--- config.mk ---
export PLATFORM = sky130hd
export DESIGN_NAME = detect_channel_scheduler
export DESIGN_NICKNAME = d
export VERILOG_FILES = /design/src/rtl/detect_channel_scheduler.sv
export SDC_FILE = /design/constraint.sdc
export NUM_CORES = 1
export LEC_CHECK = 0
export ABC_CLOCK_PERIOD_IN_PS = 4600
export CAP_MARGIN = 0
export CORE_MARGIN = 5
export CORE_UTILIZATION = 53
export CTS_CLUSTER_DIAMETER = 60
export DETAILED_ROUTE_END_ITERATION = 10
export PLACE_DENSITY = 0.77
export SLEW_MARGIN = 20
export SYNTH_ARGS = -nofsm -noshare
export SYNTH_HDL_FRONTEND = slang
export SYNTH_SLANG_ARGS = --single-unit
--- constraint.sdc ---
create_clock -name CP -period 4.6 [get_ports CP]
set_clock_uncertainty 0.1 [all_clocks]
set_input_delay 0.92 -clock CP [delete_from_list [all_inputs] [get_ports CP]]
set_output_delay 0.92 -clock CP [all_outputs]
set_load 0.005 [all_outputs]
--- src/rtl/detect_channel_scheduler.sv ---
// detect_channel_scheduler: one shared pattern-match engine, time-multiplexed
// across NCH serial channels. A round-robin arbiter picks one requesting
// channel per cycle; that channel's saved bit history and fill count are
// evaluated against PATTERN and written back. Per-channel saturating hit
// counters are readable through rd_sel/rd_cnt.
module detect_channel_scheduler #(
  parameter int              NCH     = 4,
  parameter int              PLEN    = 4,
  parameter logic [PLEN-1:0] PATTERN = 4'b1101,
  parameter int              CNT_W   = 8
) (
  input  logic                     CP,
  input  logic                     RST,
  input  logic                     en,
  input  logic [NCH-1:0]           req,
  input  logic [NCH-1:0]           din,
  output logic [NCH-1:0]           gnt,
  output logic                     hit_valid,
  output logic [$clog2(NCH)-1:0]   hit_ch,
  input  logic                     clr,
  input  logic [$clog2(NCH)-1:0]   clr_sel,
  input  logic [$clog2(NCH)-1:0]   rd_sel,
  output logic [CNT_W-1:0]         rd_cnt
);

  localparam int SW = $clog2(NCH);
  localparam int FW = $clog2(PLEN);
  localparam logic [FW-1:0] FILL_MAX = FW'(PLEN - 1);

  // saved per-channel context
  logic [PLEN-2:0]  hist [NCH];
  logic [FW-1:0]    fill [NCH];
  logic [CNT_W-1:0] cnt  [NCH];

  // index of the most recently served channel; search starts just above it
  logic [SW-1:0]    ptr;

  logic [NCH-1:0]   clr_mask;
  logic [NCH-1:0]   elig;
  logic [SW-1:0]    cand;
  logic [SW-1:0]    gnt_idx;
  logic             consume;
  logic             gnt_bit;
  logic [PLEN-1:0]  window;
  logic             match;

  // a channel being cleared this edge is withheld so the clear is never lost
  always_comb begin
    clr_mask = '0;
    for (int i = 0; i < NCH; i++) begin
      if (clr && (SW'(i) == clr_sel)) clr_mask[i] = 1'b1;
    end
  end

  // round-robin search from ptr+1 upward, wrapping; first eligible requester wins
  always_comb begin
    gnt     = '0;
    gnt_idx = '0;
    consume = 1'b0;
    cand    = '0;
    elig    = req & ~clr_mask;
    if (en && !RST) begin
      for (int k = 1; k <= NCH; k++) begin
        cand = SW'((int'(ptr) + k) % NCH);
        if (!consume && elig[cand]) begin
          consume = 1'b1;
          gnt_idx = cand;
        end
      end
    end
    if (consume) gnt[gnt_idx] = 1'b1;
  end

  // evaluate the granted channel's history extended by its new bit
  always_comb begin
    gnt_bit = din[gnt_idx];
    window  = {hist[gnt_idx], gnt_bit};
    match   = consume && (fill[gnt_idx] == FILL_MAX) && (window == PATTERN);
  end

  // context write-back, hit counting and channel clear
  always_ff @(posedge CP or posedge RST) begin
    if (RST) begin
      for (int i = 0; i < NCH; i++) begin
        hist[i] <= '0;
        fill[i] <= '0;
        cnt[i]  <= '0;
      end
    end else begin
      if (consume) begin
        hist[gnt_idx] <= window[PLEN-2:0];
        if (fill[gnt_idx] != FILL_MAX) fill[gnt_idx] <= fill[gnt_idx] + 1'b1;
        if (match && (cnt[gnt_idx] != '1)) cnt[gnt_idx] <= cnt[gnt_idx] + 1'b1;
      end
      if (clr) begin
        hist[clr_sel] <= '0;
        fill[clr_sel] <= '0;
        cnt[clr_sel]  <= '0;
      end
    end
  end

  // arbiter pointer and registered hit report
  always_ff @(posedge CP or posedge RST) begin
    if (RST) begin
      ptr       <= SW'(NCH - 1);
      hit_valid <= 1'b0;
      hit_ch    <= '0;
    end else begin
      hit_valid <= match;
      if (match) hit_ch <= gnt_idx;
      if (consume) ptr <= gnt_idx;
    end
  end

  assign rd_cnt = cnt[rd_sel];

endmodule

==> results.cfg <==
[job]
max_cap_viol_count = 0

[logic_synthesis]
syn_area_mm2 = 0.00390
yosysTopAreaCell = dfrtp_1
synth_edf_count = 0
synth_top_area_share = 0.353
synthTopCellsByCount = nand2_1, dfrtp_1, a21oi_1
postSynthAreaPerCell_um2 = 9.71
synth_seq_cells = 57
syn_inst = 402
synth_warnings = 0
synth_fp_nets = 420
async_flop_share = 1.00
yosysSeqAreaShare = 0.366
synth.most_common_cell = nand2_1
synth.distinct_cells = 78
yosys_most_used_dff = dfrtp_1
synth_area_leaders = dfrtp_1, mux4_2, nand2_1

[layout]
final_util = 0.720
diodes = 0
final_cell_area_mm2 = 0.00519
post_route_cells_drive_above_1_share = 0.310
nets = 522
fin_cells = 608
area_growth_pct = 33.1

[global_route]
antenna_found_initial = 0
grt_max_degree = 38
grt_pass1_wl_um = 19300
grt_pass1_vias = 3739
grt-ovfl-total = 0
grt_usage = 0.279

[worst_setup_path]
critPathCaptureType = flip-flop
worst-path-max-fanout = 7
critPathKind = in -> reg
cp.arrival_ps = 4600
reg2reg_slack_ps = 380
cp-start-kind = input pin
required_ps = 4720

[clock_network]
htree_levels = 3
cts_tree = yes
cts_buffers = 9
root_buffer = clkbuf_8
clockBufferDepth = 2
clock-sinks = 57
clock_latency_ps = 340
clkSlewWorstSetupHoldPaths_ps = 70

[timing]
setup_viol = 0
hold_viol = 0
slew_violations = 0
min_period_ps = 4480
maxSlewHeadroom = 0.470
period_share = 0.974
tightest_slew_ps = 794
whs_ps = 380
max_clock_freq_ghz = 0.223
finalWorstSetupSlack_ps = 118
final.setup.tns_ps = 0

[placement]
postPlaceCellArea_mm2 = 0.00476
place_ws_ps = -371
portBuffers = 30
place_hpwl_um = 8550
dp_cells = 582
place.gp.congestion = 0.933

[die]
die_height_um = 95.8
start_util = 0.541
rows = 31
boundaryPins = 31
coreArea_mm2 = 0.00721
die-area_mm2 = 0.00918
die_w_um = 95.8

[routing]
dr.pass1.iters = 5
drtIter0Drc = 297
routed_wirelength_um = 12100
drc = 0
viasPerCell = 6.34
ant_nets = 0
via_count = 3854
routedWlPerCell_um = 19.9

[power_and_ir_drop]
finalPower_mw = 2.19
peakVddDrop_mv = 0.272
cellLeakagePower_nw = 2.16
p_per_area_mw_per_mm2 = 422

[outcome]
status = finished, final reports clean

[worst_hold_path]
holdCritPathClass = reg -> reg
worst max-delay path, cell delays in order:
cell	delay, ps
clkdlybuf4s50_1	460
mux2_4	320
o21a_4	130
buf_4	140
o41ai_4	430
nor2_4	70
buf_6	130
mux4_2	370
ha_4	160
nand2_1	70
nor3_2	180
o21ai_2	100
a211o_4	410
a2111o_1	520
nand2_2	120
a21oi_2	60
per-layer routing:
metal	up-vias	GRT usage	routed length [um]
met1	1867	0.372	4910
met3	48	0.0625	1170
li1	1698	-	-
met5	-	0	0
met4	0	0.126	460
met2	241	0.433	5590
worst paths after layout:
check | startpoint | to | depth (start not counted)
max in group asynchronous | RST | cnt[28] | 3
worst min register to register | hit_ch[0] | hit_ch[0] | 2
worst max register to register | ptr[0] | cnt[0] | 15
worst min-delay path | hit_ch[0] | hit_ch[0] | 2
worst max-delay path | req[0] | cnt[0] | 16
min in group asynchronous | RST | cnt[16] | 2
flip-flops by register name, summed over array words and instances, names as in the netlist:
register,count
cnt,32
ptr,2
fill,8
hist,12
hit_valid,1
hit_ch,2
kinds of logic after synthesis:
logic type	after synthesis	share of synthesized area
multiplexers	25	0.106
AND/OR/NAND/NOR	138	0.172
AO/OA/AOI/OAI	135	0.275
XOR/XNOR	10	0.0292
buffers and inverters	35	0.0446
adder cells (fa/ha/maj)	2	0.00641
flip-flops	57	0.366
cell usage in the layout (no fill, tap or decap), types with 3 or more instances in the layout:
cell,Yosys,final
nor2_1,21,21
a21boi_0,5,5
nor3_1,6,5
clkdlybuf4s50_1,0,26
buf_4,1,73
xnor2_1,6,6
buf_6,4,6
nand3_1,7,7
clkbuf_8,0,10
o21ai_1,6,6
a2111oi_4,4,4
mux4_2,13,13
and2_1,3,3
a21oi_2,1,4
inv_1,14,13
a211o_1,4,4
o21ai_0,13,12
o22ai_1,3,3
nand2_1,68,67
a21oi_1,47,44
a211oi_1,14,13
mux2i_1,11,11
and3_1,9,9
a21o_1,3,3
dfrtp_1,55,55
nor3_2,2,3
buf_12,0,3
repair_timing:
item	in CTS	in global routing
gates resized for setup	9	21
buffers inserted	5	5
pin swaps	2	24
hold buffers	0	0
endpoints found under the setup margin	8	34
power by group:
part / total [mW] / switching (mW) / internal, mW
Combinational: 1.01 / 0.562 / 0.451
Sequential: 0.651 / 0.0760 / 0.575
Clock: 0.528 / 0.209 / 0.319
final cells by class:
class	instances	area [um^2]
Clock buffer	11	141
Clock inverter	5	78.8
Fill cell	539	2020
Inverter	14	52.6
Multi-Input combinational cell	310	2390
Sequential cell	57	1430
Tap cell	99	124
Timing Repair Buffer	112	978
No activity file was read; power rests on OpenSTA's default activity.
